File: src/rtl/dac_spi_driver.sv
// dac_spi_driver
// Latches the 16-bit offset-binary DAC word once per SAMPLE_PERIOD clocks and
// shifts it out MSB first as a 24-bit DAC8551-style SPI frame:
// 6 don't-care zeros, 2 power-down bits (00 = normal), 16 data bits.
// All outputs are registered, so nothing in i_sample reaches a pin combinationally.
// Optional feature macro: DAC_DITHER_EN (LFSR dither folded into the sample LSB).
module dac_spi_driver #(
  parameter int CLK_DIV       = 2,
  parameter int SAMPLE_PERIOD = 256
) (
  input  logic        i_clk,
  input  logic        i_reset,
  input  logic [15:0] i_sample,
  output logic        o_sample_strobe,
  output logic        o_dac_cs_n,
  output logic        o_dac_sclk,
  output logic        o_dac_mosi,
  output logic        o_busy,
  output logic        o_overrun
);

  localparam int RATE_W = (SAMPLE_PERIOD > 1) ? $clog2(SAMPLE_PERIOD) : 1;
  localparam int HALF_W = $clog2(2 * CLK_DIV);

  localparam logic [RATE_W-1:0] RATE_LAST = RATE_W'(SAMPLE_PERIOD - 1);
  localparam logic [RATE_W-1:0] RATE_ONE  = RATE_W'(1);
  localparam logic [RATE_W-1:0] RATE_ZERO = RATE_W'(0);
  localparam logic [HALF_W-1:0] HALF_LAST = HALF_W'(CLK_DIV - 1);
  localparam logic [HALF_W-1:0] BIT_LAST  = HALF_W'(2 * CLK_DIV - 1);
  localparam logic [HALF_W-1:0] HALF_ONE  = HALF_W'(1);
  localparam logic [HALF_W-1:0] HALF_ZERO = HALF_W'(0);

  typedef enum logic [1:0] {
    ST_IDLE     = 2'd0,
    ST_CS_SETUP = 2'd1,
    ST_SHIFT    = 2'd2,
    ST_CS_HOLD  = 2'd3
  } state_t;

  state_t            state_r, state_s;
  logic [RATE_W-1:0] rate_cnt_r;
  logic [HALF_W-1:0] half_cnt_r, half_cnt_s;
  logic [4:0]        bit_idx_r, bit_idx_s;
  logic [23:0]       frame_r, frame_s;
  logic              tick_s;
  logic              accept_s;
  logic [15:0]       sample_word_s;
  logic              cs_n_s, sclk_s, mosi_s, busy_s, strobe_s, overrun_s;

  assign tick_s   = (rate_cnt_r == RATE_LAST);
  assign accept_s = tick_s && (state_r == ST_IDLE);

`ifdef DAC_DITHER_EN
  logic [15:0] lfsr_r;

  // Fibonacci LFSR, taps 16,14,13,11, shifting toward bit 0 (bit 0 is the output)
  function automatic logic [15:0] lfsr_step(input logic [15:0] v);
    return {v[0] ^ v[2] ^ v[3] ^ v[5], v[15:1]};
  endfunction

  // Dither source advances only when a sample is actually taken
  always_ff @(posedge i_clk or posedge i_reset) begin
    if (i_reset) begin
      lfsr_r <= 16'hACE1;
    end else if (accept_s) begin
      lfsr_r <= lfsr_step(lfsr_r);
    end else begin
      lfsr_r <= lfsr_r;
    end
  end

  assign sample_word_s = {i_sample[15:1], i_sample[0] ^ lfsr_r[0]};
`else
  assign sample_word_s = i_sample;
`endif

  // Free-running sample-rate counter; the FSM never stalls it
  always_ff @(posedge i_clk or posedge i_reset) begin
    if (i_reset) begin
      rate_cnt_r <= RATE_ZERO;
    end else if (tick_s) begin
      rate_cnt_r <= RATE_ZERO;
    end else begin
      rate_cnt_r <= rate_cnt_r + RATE_ONE;
    end
  end

  // Next-state logic; pin values are computed for the next state so they register in step with it
  always_comb begin
    state_s    = state_r;
    half_cnt_s = half_cnt_r;
    bit_idx_s  = bit_idx_r;
    frame_s    = frame_r;
    cs_n_s     = 1'b1;
    sclk_s     = 1'b0;
    mosi_s     = 1'b0;
    strobe_s   = 1'b0;
    overrun_s  = o_overrun;

    // A tick that finds the FSM anywhere but IDLE is dropped and flagged
    if (tick_s) begin
      if (state_r == ST_IDLE) begin
        strobe_s = 1'b1;
      end else begin
        overrun_s = 1'b1;
      end
    end else begin
      strobe_s = 1'b0;
    end

    case (state_r)
      ST_IDLE: begin
        if (accept_s) begin
          state_s    = ST_CS_SETUP;
          half_cnt_s = HALF_ZERO;
          bit_idx_s  = 5'd0;
          frame_s    = {6'b000000, 2'b00, sample_word_s};
          cs_n_s     = 1'b0;
        end else begin
          cs_n_s = 1'b1;
        end
      end

      ST_CS_SETUP: begin
        cs_n_s = 1'b0;
        if (half_cnt_r == HALF_LAST) begin
          state_s    = ST_SHIFT;
          half_cnt_s = HALF_ZERO;
          bit_idx_s  = 5'd23;
          sclk_s     = 1'b1;
          mosi_s     = frame_r[23];
        end else begin
          half_cnt_s = half_cnt_r + HALF_ONE;
        end
      end

      ST_SHIFT: begin
        cs_n_s = 1'b0;
        if (half_cnt_r == BIT_LAST) begin
          if (bit_idx_r == 5'd0) begin
            state_s    = ST_CS_HOLD;
            half_cnt_s = HALF_ZERO;
            bit_idx_s  = 5'd0;
          end else begin
            half_cnt_s = HALF_ZERO;
            bit_idx_s  = bit_idx_r - 5'd1;
            sclk_s     = 1'b1;
            mosi_s     = frame_r[bit_idx_s];
          end
        end else begin
          // High for the first CLK_DIV cycles of the bit, low for the rest;
          // data stays put across the falling edge where the DAC samples it
          half_cnt_s = half_cnt_r + HALF_ONE;
          sclk_s     = (half_cnt_r < HALF_LAST);
          mosi_s     = frame_r[bit_idx_r];
        end
      end

      ST_CS_HOLD: begin
        if (half_cnt_r == HALF_LAST) begin
          state_s    = ST_IDLE;
          half_cnt_s = HALF_ZERO;
          bit_idx_s  = 5'd0;
          cs_n_s     = 1'b1;
        end else begin
          half_cnt_s = half_cnt_r + HALF_ONE;
          cs_n_s     = 1'b0;
        end
      end

      default: begin
        state_s    = ST_IDLE;
        half_cnt_s = HALF_ZERO;
        bit_idx_s  = 5'd0;
        cs_n_s     = 1'b1;
      end
    endcase

    busy_s = ~cs_n_s;
  end

  // State, counters, frame word and all pins; reset drops any frame in flight at once
  always_ff @(posedge i_clk or posedge i_reset) begin
    if (i_reset) begin
      state_r         <= ST_IDLE;
      half_cnt_r      <= HALF_ZERO;
      bit_idx_r       <= 5'd0;
      frame_r         <= 24'h000000;
      o_dac_cs_n      <= 1'b1;
      o_dac_sclk      <= 1'b0;
      o_dac_mosi      <= 1'b0;
      o_busy          <= 1'b0;
      o_sample_strobe <= 1'b0;
      o_overrun       <= 1'b0;
    end else begin
      state_r         <= state_s;
      half_cnt_r      <= half_cnt_s;
      bit_idx_r       <= bit_idx_s;
      frame_r         <= frame_s;
      o_dac_cs_n      <= cs_n_s;
      o_dac_sclk      <= sclk_s;
      o_dac_mosi      <= mosi_s;
      o_busy          <= busy_s;
      o_sample_strobe <= strobe_s;
      o_overrun       <= overrun_s;
    end
  end

endmodule

File: config.mk
export PLATFORM = sky130hd
export DESIGN_NAME = dac_spi_driver
export DESIGN_NICKNAME = d
export VERILOG_FILES = /design/src/rtl/dac_spi_driver.sv
export SDC_FILE = /design/constraint.sdc
export NUM_CORES = 1
export LEC_CHECK = 0
export ABC_CLOCK_PERIOD_IN_PS = 3750
export BUFFER_PORTS_ARGS = -buffer_cell sky130_fd_sc_hd__buf_2
export CORE_MARGIN = 2
export CORE_UTILIZATION = 38
export CTS_CLUSTER_DIAMETER = 50
export DETAILED_ROUTE_END_ITERATION = 6
export MAX_ROUTING_LAYER = met4
export SLEW_MARGIN = 25
export SYNTH_ARGS = -nofsm -noshare
export SYNTH_HDL_FRONTEND = slang
export SYNTH_SLANG_ARGS = --single-unit
File: constraint.sdc
create_clock -name i_clk -period 3.75 [get_ports i_clk]
set_clock_uncertainty 0.15 [all_clocks]
set_input_delay 0.375 -clock i_clk [delete_from_list [all_inputs] [get_ports i_clk]]
set_output_delay 0.375 -clock i_clk [all_outputs]
set_load 0.005 [all_outputs]
### Yosys cells after proc, flatten, opt, wreduce, memory -nomap -nowiden

Cells that the tools add are included.

| storage, ports and cells | value |
|---|---|
| flip-flop bits (word level) | 39 |
| input port bits | 18 |
| output and inout port bits | 6 |
| word-level logic and storage cells | 71 |

| operators by class | value |
|---|---|
| reduce and logical (&&, ||, !) cells | 9 |
| bitwise logic cells | 2 |
| $add $sub $neg | 3 |
| magnitude comparators | 3 |
| equal/unequal tests | 11 |
| mux-type cells | 32 |

Operator list:

| cell | number |
|---|---|
| two-way mux 5 bit | 5 |
| case mux 5 bit (4 select lines) | 1 |
| two-way mux 2 bit | 8 |
| < comparator 5 x 6 -> 1 bit (second input constant) | 2 |
| two-way mux 1 bit | 11 |
| binary-select mux 1 bit (select 5 bit) | 2 |
| inequality test 2 bit (second input constant) | 5 |
| adder 8 x 1 -> 8 bit (second input constant) | 1 |
| == test 8 bit (second input constant) | 1 |
| two-way mux 8 bit | 1 |
| case mux 2 bit (4 select lines) | 1 |
| == test 2 bit (second input constant) | 3 |
| case mux 2 bit (3 select lines) | 1 |
| zero test 5 bit | 1 |
| AND reduction 5 bit | 1 |
| subtractor 5 x 1 -> 5 bit (second input constant) | 1 |
| == test 2 x 1 -> 1 bit (second input constant) | 2 |
| AND reduction 2 bit | 2 |
| AND reduction 4 bit | 1 |
| OR reduction 2 bit | 2 |
| case mux 1 bit (3 select lines) | 1 |
| adder 2 x 1 -> 2 bit (second input constant) | 1 |
| zero test 2 bit | 1 |
| < comparator 2 x 1 -> 1 bit (second input constant) | 1 |
| other kinds (3) | 4 |

### Logic depth before layout (Yosys ltp)

| depth | value |
|---|---|
| word-level depth | 6 |
| depth in mapped cells | 7 |
| gate-level depth less buffers | 6 |

### Worst setup path after synthesis

OpenSTA, ideal clock, no wires.

| timing | value |
|---|---|
| path kind | reg-to-reg |
| start | register bit_idx_r[0] |
| end | register o_dac_mosi |
| required time | 3.479 ns |
| arrival time | 2.313 ns |
| setup slack | 1.166 ns |
| stages on the path, launching flop included | 8 |
| setup time | 0.121 ns |
| period minus slack after synthesis | 2.584 ns |
| buffers on the path | 1 |
| cell sequence | dfrtp_1 > buf_2 > inv_1 > ha_1 > xnor2_2 > mux4_2 > mux4_2 > a22o_1 |

| on the way | value |
|---|---|
| cells in the longest elaborated chain, start to end | 6 |
| elaborated cells between the ends (all ways) | 9 |
| classes of those cells | add/sub (1); mux (7); reduce/logical (1) |

RTL lines:

| item | RTL line | source |
|---|---|---|
| start, declared | 43 | `logic [4:0] bit_idx_r, bit_idx_s;` |
| start signal, assigned | 198 | `bit_idx_r <= bit_idx_s;` |
| subtractor 5 x 1 -> 5 bit | 146 | `bit_idx_s = bit_idx_r - 5'd1;` |
| binary-select mux 1 bit (select 5 bit) | 148 | `mosi_s = frame_r[bit_idx_s];` |
| two-way mux 1 bit (implied by the code) | 148 |  |
| two-way mux 1 bit | 140 | `if (bit_idx_r == 5'd0) begin` |
| two-way mux 1 bit (*) | 139 | `if (half_cnt_r == BIT_LAST) begin` |
| two-way mux 1 bit (*) | n/a |  |
| net mosi_s | 48 | `logic cs_n_s, sclk_s, mosi_s, busy_s, strobe_s, overrun_s;` |
| end signal, assigned | 202 | `o_dac_mosi <= mosi_s;` |
| end, declared | 17 | `output logic o_dac_mosi,` |

The timed path passes the listed nets; every way through them passes the cells marked *. The select of a mux whose other input is x is not followed.
A chain may end at the register's enable or synchronous reset.

### Worst setup path after layout

Same ends and word-level chain as after synthesis.

==> results.tsv <==
metric	value	unit
tns	0	ns
synthCells	173	
p_per_area	365	nW/um^2
finalCritPeriodShare	75.9	%
regToRegSetupSlack	0.91	ns
yosys_warnings	0	
synthArstFlopShare	100	%
design.die.area	6170	um^2
clock.fmax	352	MHz
path_clk_slew	0.08	ns
end_kind	flop	
cts_hold_buf	0	
synth_edf_count	0	
cts_resized	0	
mostFrequentLayoutCells	dfrtp_1 (38), buf_2 (23), mux2_2 (20)	
utilization	44.9	%
start_kind	flop	
stdcell_count	274	
ff2ff_path_depth	6	
r2r-end	o_dac_mosi	
crit_chain	inv_1 -> ha_1 -> xnor2_2 -> mux4_2 -> mux4_2 -> a22o_1	
antenna_cells	0	
postRouteAntennaNets	0	
grt_max_degree	40	
ys_seq_elements	39	
rsz0062_at_grt	false	
dp_cells	266	
drc	0	
insertion_delay	0.29	ns
yosysSeqAreaShare	46.3	%
outcome	complete, no violations	
hold_viol	0	
cp_max_fo	12	
rows	27	
place.gp.congestion	0.755	
drv_slew	0	
drive_above_1_share	28.7	%
p_leak	1.06	nW
via_per_inst	5.07	
syn_area_per_cell	12.2	um^2
cap_viol_max_count	0	
nets	231	
hold_path_class	primary input to asynchronous set/reset pin	
initial_core_util	38.8	%
cts_buffers	5	
slew_headroom	40.0	%
layout_commonest_cell	dfrtp_1	
grt_pass1_vias	1428	
synthToLayoutAreaGrowth	15.6	%
boundaryPins	24	
grt_use_total	14.2	%
fillers	497	
hpwl	2670	um
die_w	78.6	um
syn_nets	203	
arrival	2.88	ns
postCtsSetupRepairBufs	0	
cts_tree	yes	
dr_total_vias	1389	
worst_slew_pin_slew	0.898	ns
antenna_found_initial	0	
drtIter0Drc	81	
setup.worst_path.class	flop to flop	
required	3.79	ns
cts_htree_levels	2	
port_buffers	23	
worst_hold_slack	0.0331	ns
critical-path-top-delay-family	multiplexers	
routed_wl	3770	um
synth_cell_types	42	
grt-ovfl-total	0	
setup_violations	0	
crit_buf_inv	1	
p_total	891	uW
synthFlopType	dfrtp_1	
cpMostUsedCell	mux4_2	
fin_crit	2.84	ns
die_h	78.6	um
vdd_ir_drop_max	0.218	mV
reg2reg_from	bit_idx_r[0]	
fp.coreArea	5440	um^2
critPathSlowestCell	dfrtp_1	
first_pass_iters	4	
post_drt_wl_per_cell	13.8	um
syn_area	2110	um^2
grt_pass1_wl	6660	um
root_buffer	clkbuf_8	
cpPeakStageDelay	0.64	ns
cts_buffer_depth	2	
clock_sinks	39	
## worst min-delay path: stages
cell and delay (ns):
buf_2 0.09, inv_1 0.04, buf_4 0.42
## report_power, final
| group | leakage, nW | internal [mW] | switching (mW) | total, mW |
|---|---|---|---|---|
| logic | 0.508 | 0.0197 | 0.0140 | 0.0337 |
| clock network | 0.0644 | 0.265 | 0.156 | 0.422 |
| registers | 0.490 | 0.429 | 0.00652 | 0.436 |
| total | 1.06 | 0.714 | 0.177 | 0.891 |
## Yosys cell counts (all sizes together) (4+ instances only)
library cell  number  area share, %
mux4               8            9.4
nor2               7            1.2
inv               11            2.0
nand2             12            2.1
nand4              4            1.2
xnor2              4            2.0
o21ai              5            1.2
nand3             10            2.4
dfrtp             38             45
ha                12            7.1
mux2              21             11
## state kept, by name (all words and copies together) (netlist names)
register and flops:
bit_idx_r 5, frame_r 16, half_cnt_r 2, o_busy 1, o_dac_cs_n 1, o_dac_mosi 1, o_dac_sclk 1, o_overrun 1
o_sample_strobe 1, rate_cnt_r 8, state_r 2
## metal layers
metal,wire length [um],global-route usage (%),vias to the layer above
li1,-,-,689
met1,1830,18.8,664
met2,1740,21.3,32
met3,159,3.45,4
met4,53,5.26,0
met5,0,-,-
## how the worst max path moves through the flow
stage,from,endpoint,slack (ns),cells after the start
after floorplan,bit_idx_r[0],o_dac_mosi,1.17,7
after CTS,bit_idx_r[0],o_dac_mosi,0.87,6
after global placement,bit_idx_r[0],o_dac_mosi,0.97,6
final,bit_idx_r[0],o_dac_mosi,0.91,6
after global routing,bit_idx_r[0],o_dac_mosi,0.74,6
after detailed placement,bit_idx_r[0],o_dac_mosi,0.88,6
## cells by family (layout without fill, tap and decap cells)
group / Yosys count / in the layout / synth area share, %
AO/OA/AOI/OAI: 23 / 23 / 7.41
AND/OR/NAND/NOR: 48 / 48 / 12.0
adder cells (fa/ha/maj): 12 / 12 / 7.11
XOR/XNOR: 7 / 7 / 3.26
flip-flops: 39 / 39 / 46.3
multiplexers: 30 / 30 / 21.1
buffers and inverters: 14 / 43 / 2.90
## through the flow
step	area [um^2]	worst slack, ns
3_5_place_dp	2300	0.885
2_1_floorplan	2110	1.17
5_1_grt	2440	0.744
6_report	2440	0.905
4_1_cts	2440	0.870
3_3_place_gp	2300	0.972
## layout make-up
class | count | area, um^2 | share of cell area [%]
Clock inverter | 3 | 67.6 | 2.77
Inverter | 11 | 41.3 | 1.69
Sequential cell | 39 | 977 | 40.0
Tap cell | 72 | 90.1 | 3.69
Multi-Input combinational cell | 120 | 1070 | 44.0
Timing Repair Buffer | 24 | 123 | 5.02
Clock buffer | 5 | 68.8 | 2.82
Note: power is estimated with default switching activity, not from simulation.
